**src/rtl/imem_arbiter_if.sv**
```systemverilog
// imem_arbiter_if: requester handshakes, read-return paths and memory-side signals of imem_arbiter.
interface imem_arbiter_if #(
    parameter int ADDR_W = 10,
    parameter int DATA_W = 32
);
    logic              f_req;
    logic [ADDR_W-1:0] f_addr;
    logic              f_gnt;
    logic              f_rvalid;
    logic [DATA_W-1:0] f_rdata;
    logic              d_req;
    logic [ADDR_W-1:0] d_addr;
    logic              d_gnt;
    logic              d_rvalid;
    logic [DATA_W-1:0] d_rdata;
    logic              mem_en;
    logic [ADDR_W-1:0] mem_addr;
    logic [DATA_W-1:0] mem_dout;
    logic              d_prio;
    modport master (
        output f_req, f_addr, d_req, d_addr, mem_dout,
        input  f_gnt, f_rvalid, f_rdata, d_gnt, d_rvalid, d_rdata, mem_en, mem_addr, d_prio
    );
    modport slave (
        input  f_req, f_addr, d_req, d_addr, mem_dout,
        output f_gnt, f_rvalid, f_rdata, d_gnt, d_rvalid, d_rdata, mem_en, mem_addr, d_prio
    );
endinterface

```
**src/rtl/imem_arbiter.sv**
```systemverilog
// imem_arbiter: shares a single-ported instruction memory between fetch (F) and debug (D) readers,
// fetch-first with an anti-starvation escape for D and a fixed-latency tag pipeline for returns.
module imem_arbiter #(
    parameter int ADDR_W       = 10,
    parameter int DATA_W       = 32,
    parameter int RD_LATENCY   = 1,
    parameter int STARVE_LIMIT = 4
) (
    input logic         clk,
    input logic         reset,
    imem_arbiter_if.slave bus
);
    typedef enum logic {FPRI, DPRI} state_e;
    localparam int CNT_W = $clog2(STARVE_LIMIT + 1);
    state_e          state_q, state_d;
    logic [CNT_W-1:0] cnt_q, cnt_d;
    logic [RD_LATENCY-1:0] vld_q, prt_q;
    logic f_gnt, d_gnt, starve, at_limit;
    always_comb begin
        f_gnt    = ~reset & bus.f_req & (state_q == FPRI | ~bus.d_req);
        d_gnt    = ~reset & bus.d_req & ~f_gnt;
        starve   = state_q == FPRI & bus.d_req & ~d_gnt;
        at_limit = cnt_q == CNT_W'(STARVE_LIMIT - 1);
        state_d  = starve & at_limit ? DPRI : FPRI;
        cnt_d    = starve & ~at_limit ? cnt_q + 1'b1 : '0;
    end
    // Tag pipeline: bit 0 is the newest issue, bit RD_LATENCY-1 is the word returning now.
    always_ff @(posedge clk) begin
        if (reset) begin
            state_q <= FPRI;
            cnt_q   <= '0;
            vld_q   <= '0;
            prt_q   <= '0;
        end else begin
            state_q <= state_d;
            cnt_q   <= cnt_d;
            vld_q   <= RD_LATENCY'({vld_q, f_gnt | d_gnt});
            prt_q   <= RD_LATENCY'({prt_q, d_gnt});
        end
    end
    assign bus.f_gnt    = f_gnt;
    assign bus.d_gnt    = d_gnt;
    assign bus.mem_en   = f_gnt | d_gnt;
    assign bus.mem_addr = f_gnt ? bus.f_addr : d_gnt ? bus.d_addr : '0;
    assign bus.f_rvalid = ~reset & vld_q[RD_LATENCY-1] & ~prt_q[RD_LATENCY-1];
    assign bus.d_rvalid = ~reset & vld_q[RD_LATENCY-1] & prt_q[RD_LATENCY-1];
    assign bus.f_rdata  = bus.mem_dout;
    assign bus.d_rdata  = bus.mem_dout;
    assign bus.d_prio   = ~reset & state_q == DPRI;
endmodule

```
**src/flat_wrapper.sv**
```systemverilog
// flat-port wrapper written by rule: the top's interface ports become plain ports
module imem_arbiter_flat 
#(
    parameter int ADDR_W       = 10,
    parameter int DATA_W       = 32,
    parameter int RD_LATENCY   = 1,
    parameter int STARVE_LIMIT = 4
)
  (clk, reset, bus_f_req, bus_f_addr, bus_d_req, bus_d_addr, bus_mem_dout, bus_f_gnt, bus_f_rvalid, bus_f_rdata, bus_d_gnt, bus_d_rvalid, bus_d_rdata, bus_mem_en, bus_mem_addr, bus_d_prio);
  imem_arbiter_if #(.ADDR_W(ADDR_W), .DATA_W(DATA_W)) bus_i ();
  input logic clk;
  input logic reset;
  input wire logic [$bits(bus_i.f_req)-1:0] bus_f_req;
  input wire logic [$bits(bus_i.f_addr)-1:0] bus_f_addr;
  input wire logic [$bits(bus_i.d_req)-1:0] bus_d_req;
  input wire logic [$bits(bus_i.d_addr)-1:0] bus_d_addr;
  input wire logic [$bits(bus_i.mem_dout)-1:0] bus_mem_dout;
  output wire logic [$bits(bus_i.f_gnt)-1:0] bus_f_gnt;
  output wire logic [$bits(bus_i.f_rvalid)-1:0] bus_f_rvalid;
  output wire logic [$bits(bus_i.f_rdata)-1:0] bus_f_rdata;
  output wire logic [$bits(bus_i.d_gnt)-1:0] bus_d_gnt;
  output wire logic [$bits(bus_i.d_rvalid)-1:0] bus_d_rvalid;
  output wire logic [$bits(bus_i.d_rdata)-1:0] bus_d_rdata;
  output wire logic [$bits(bus_i.mem_en)-1:0] bus_mem_en;
  output wire logic [$bits(bus_i.mem_addr)-1:0] bus_mem_addr;
  output wire logic [$bits(bus_i.d_prio)-1:0] bus_d_prio;
  assign bus_i.f_req = bus_f_req;
  assign bus_i.f_addr = bus_f_addr;
  assign bus_i.d_req = bus_d_req;
  assign bus_i.d_addr = bus_d_addr;
  assign bus_i.mem_dout = bus_mem_dout;
  assign bus_f_gnt = bus_i.f_gnt;
  assign bus_f_rvalid = bus_i.f_rvalid;
  assign bus_f_rdata = bus_i.f_rdata;
  assign bus_d_gnt = bus_i.d_gnt;
  assign bus_d_rvalid = bus_i.d_rvalid;
  assign bus_d_rdata = bus_i.d_rdata;
  assign bus_mem_en = bus_i.mem_en;
  assign bus_mem_addr = bus_i.mem_addr;
  assign bus_d_prio = bus_i.d_prio;
  imem_arbiter #(.ADDR_W(ADDR_W), .DATA_W(DATA_W), .RD_LATENCY(RD_LATENCY), .STARVE_LIMIT(STARVE_LIMIT)) u_core (.clk(clk), .reset(reset), .bus(bus_i));
endmodule
```
**config.mk**
```make
export PLATFORM = sky130hd
export DESIGN_NAME = imem_arbiter_flat
export DESIGN_NICKNAME = d
export VERILOG_FILES = /design/src/rtl/imem_arbiter_if.sv /design/src/rtl/imem_arbiter.sv /design/src/flat_wrapper.sv
export SDC_FILE = /design/constraint.sdc
export NUM_CORES = 1
export LEC_CHECK = 0
export CAP_MARGIN = 20
export CORE_MARGIN = 1.5
export CORE_UTILIZATION = 23
export CTS_CLUSTER_SIZE = 12
export DETAILED_ROUTE_END_ITERATION = 8
export MAX_ROUTING_LAYER = met4
export PLACE_DENSITY = 0.81
export SLEW_MARGIN = 20
export SYNTH_ARGS = -nofsm -noshare
export SYNTH_HDL_FRONTEND = slang
export SYNTH_SLANG_ARGS = --single-unit
```
**constraint.sdc**
```tcl
create_clock -name clk -period 1.1 [get_ports clk]
set_input_delay 0.165 -clock clk [delete_from_list [all_inputs] [get_ports clk]]
set_output_delay 0.165 -clock clk [all_outputs]
set_load 0.05 [all_outputs]
```
==> flow_metrics.tcl, run 1 <==
set metrics [dict create \
    run_status "complete, but fails checks" \
    failed_checks "setup timing" \
    synthesis.instances 117 \
    final_design_area_no_fill_um2 1450 \
    clock_tree.htree_level_count 1 \
    critPathRequiredTime_ns 0.94 \
    crit_path_start "u_core.state_q$_SDFF_PP0_" \
    design.die.area_um2 4300 \
    ys.warnings.count 0 \
    final.fill_count 348 \
    cts_num_sinks 6 \
    worst_hold_slack_ns 0.261 \
    grt_start_max_net_pins 8 \
    drive_gt1_share_pct 65.7 \
    flow.area_growth_from_synthesis_pct 61.0 \
    buffer_ports.inserted 39 \
    pre_cts_slack_ns -0.534 \
    maxCapViolations 0 \
    clk_latency_ns 0.23 \
    worst_pin_slew_ns 0.285 \
    synth_fp_nets 175 \
    nets 167 \
    fp.dieW_um 65.6 \
    critical-path-slowest-cell "dfxtp_4" \
    fp.dieH_um 65.6 \
    initial_drc_count 8 \
    power.total_w 0.00115 \
    max_stage_delay_ns 0.37 \
    crit_path_cell_trace "a21boi_4 > buf_6 > a32oi_2 > nor2_4 > buf_12" \
    netSwitchingPower_w 0.000392 \
    p_int_w 0.000758 \
    synth.distinct_cells 18 \
    endpoint_kind "output port" \
    hold_path.class "input port to register" \
    rows 22 \
    crit_arrival_ns 1.32 \
    cts-buffers-inserted 3 \
    place_area_um2 1170 \
    via_per_inst 4.06 \
    clkTransAtPathRegs_ns 0.04 \
    total_leakage_power_nw 0.533 \
    critical-path-top-delay-family "flip-flops" \
    critical_path.n_buffers_inverters 2 \
    number_of_global_route_vias_before_repair 711 \
    power.density_nw_per_um2 794 \
    synth.yosys.seq_area_share_pct 13.3 \
    fin_crit_sh_pct 135 \
    place_hpwl_mm 1.40 \
    ir_worst_vdd_uv 383 \
    cts_buffer_depth 2 \
    p_comb_share_pct 48.8 \
    power.share.switching_pct 34.1 \
    final_max_slew_viols 0 \
    cts_tree "done" \
    layout_setup_ws_ns -0.383 \
    timing.setup.critical_path_class "register to output port" \
    detail_route.wirelength_mm 2.41 \
    period_minus_slack_ns 1.48 \
    core_area_um2 3720 \
    setup_tns_ns -3.76 \
    syn_area_per_cell_um2 7.70 \
    gr-total-overflow 0 \
    ant_diodes 0 \
    grt_setup_unrepaired "true" \
    grt_pass1_wl_mm 3.57 \
    timing.clock.skew_ns 0.00391 \
    route.vias.total 634 \
    power.share.sequential_pct 19.7 \
    number_of_nets_still_failing_antenna_checks_after_routing 0 \
    final_hold_viol_count 0 \
    critical_path.reg2reg.startpoint "u_core.state_q$_SDFF_PP0_" \
    hp-start "reset" \
    global_route.usage.total_pct 11.6 \
    drcViolationCount 0 \
    pwr-share-clk_pct 31.5 \
    root_buffer_cell "clkbuf_8" \
    max_freq_ghz 0.674 \
    grt_antenna_before_repair 0 \
    floorplan.initialDensity_pct 24.2 \
    dr.pass1.iters 2 \
    headroom_to_the_max_slew_limit_pct 80.9 \
    routedWlPerCell_um 15.4 \
    setup_viols_final 14 \
    critical_path_peak_fanout 5 \
    hold_buffers 0 \
    rd_place_congestion 0.669 \
    setup.worst_path.start_class "register" \
    syn-cell-area_um2 901 \
    synth_seq_cells 6 \
    io-pin-count 136 \
]
[worst min-delay path, stage by stage]
cell and delay (ns):
clkbuf_2 0.11, buf_6 0.13, nor2_1 0.04
[path summary, 6_finish.rpt]
path | end | slack [ns] | cells after the start
worst min-delay path | u_core.vld_q$_SDFF_PP0_ | 0.26 | 3
worst max register to register | u_core.cnt_q[1]$_SDFF_PP0_ | 0.04 | 4
worst max-delay path | bus_mem_addr[3] | -0.38 | 5
worst min register to register | u_core.cnt_q[0]$_SDFF_PP0_ | 0.41 | 1
[cell usage in the layout (no fill, tap or decap), drive strengths merged]
cell / Yosys / final
a21boi: 1 / 2
inv: 2 / 2
ha: 2 / 2
buf: 67 / 31
and4bb: 1 / 1
nor2: 18 / 18
clkbuf: 1 / 6
dfxtp: 6 / 6
nand2: 1 / 1
nor2b: 1 / 1
clkdlybuf4s50: 0 / 20
a21oi: 1 / 1
and3b: 1 / 1
nor3b: 1 / 1
and2: 1 / 1
nand2b: 3 / 4
a32oi: 10 / 10
[logic make-up (layout without fill, tap and decap cells)]
kind of cell	count (synthesis)	after routing	synth area share, %
and+or+nand+nor	27	28	14.6
DFF	6	6	13.3
buffers and inverters	70	59	56.9
AOI/OAI and AO/OA	12	13	12.4
adders and majority gates	2	2	2.78
[repair_timing]
| item | CTS | global route |
|---|---|---|
| cloned | 4 | 0 |
| pin swaps | 14 | 7 |
| setup buffers | 4 | 0 |
| setup endpoints to repair | 20 | 18 |
| gates resized for setup | 34 | 12 |
[final cells by class]
class	count	area, um2	area share [%]
timing repair buffer	53	673	46.4
multi-input combinational	43	538	37.1
sequential	6	126	8.71
tap	48	60.1	4.14
clock buffer	4	45.0	3.11
inverter	2	7.51	0.518
[sequential cells by signal, indices dropped and copies added (netlist names)]
register / cells
u_core.vld_q: 1
u_core.state_q: 1
u_core.cnt_q: 3
u_core.prt_q: 1
[stage by stage]
step / std cells / util (%)
finish: 156 / 39.0
global route: 156 / 39.0
CTS: 156 / 38.2
detailed placement: 144 / 31.4
global placement: 144 / 31.4
floorplan: 117 / -
[per-layer routing]
metal	part of all wire (%)	up-vias	routed length [um]	GRT usage, %
li1	-	309	-	-
met1	38	299	915	12.7
met5	0	-	0	-
met2	54	20	1290	18.9
met4	1.6	0	39	6.77
met3	6.7	6	161	3.08
[power groups by stage]
stage                     clock network (W)  registers (W)  logic (W)
final                              0.000363       0.000226   0.000562
after global routing               0.000389       0.000227   0.000585
after CTS                          0.000365       0.000226   0.000541
after detailed placement                  0       0.000228   0.000464
after global placement                    0       0.000228   0.000459
after floorplan                           0       0.000228   0.000836
[synthesized netlist by cell type]
library cell	count	area, um2
and2_1	1	6.26
and4bb_1	1	12.5
buf_6	1	11.3
nor3b_1	1	7.51
nor2_1	18	67.6
ha_1	2	25.0
nor2b_1	1	6.26
inv_1	2	7.51
dfxtp_1	6	120
a21boi_4	1	18.8
nand2b_1	3	18.8
a21oi_1	1	5.00
buf_4	64	480
clkbuf_1	1	3.75
a32oi_1	10	87.6
buf_2	2	10.0
nand2_1	1	3.75
and3b_1	1	8.76
(Power assumes the default switching activity.)
==> inputs of run 2 (changes only) <==
Settings changed: CAP_MARGIN 20 to default.
==> results of run 2 <==
Same layout as run 1: the final DEF is identical, and so are final timing and power.
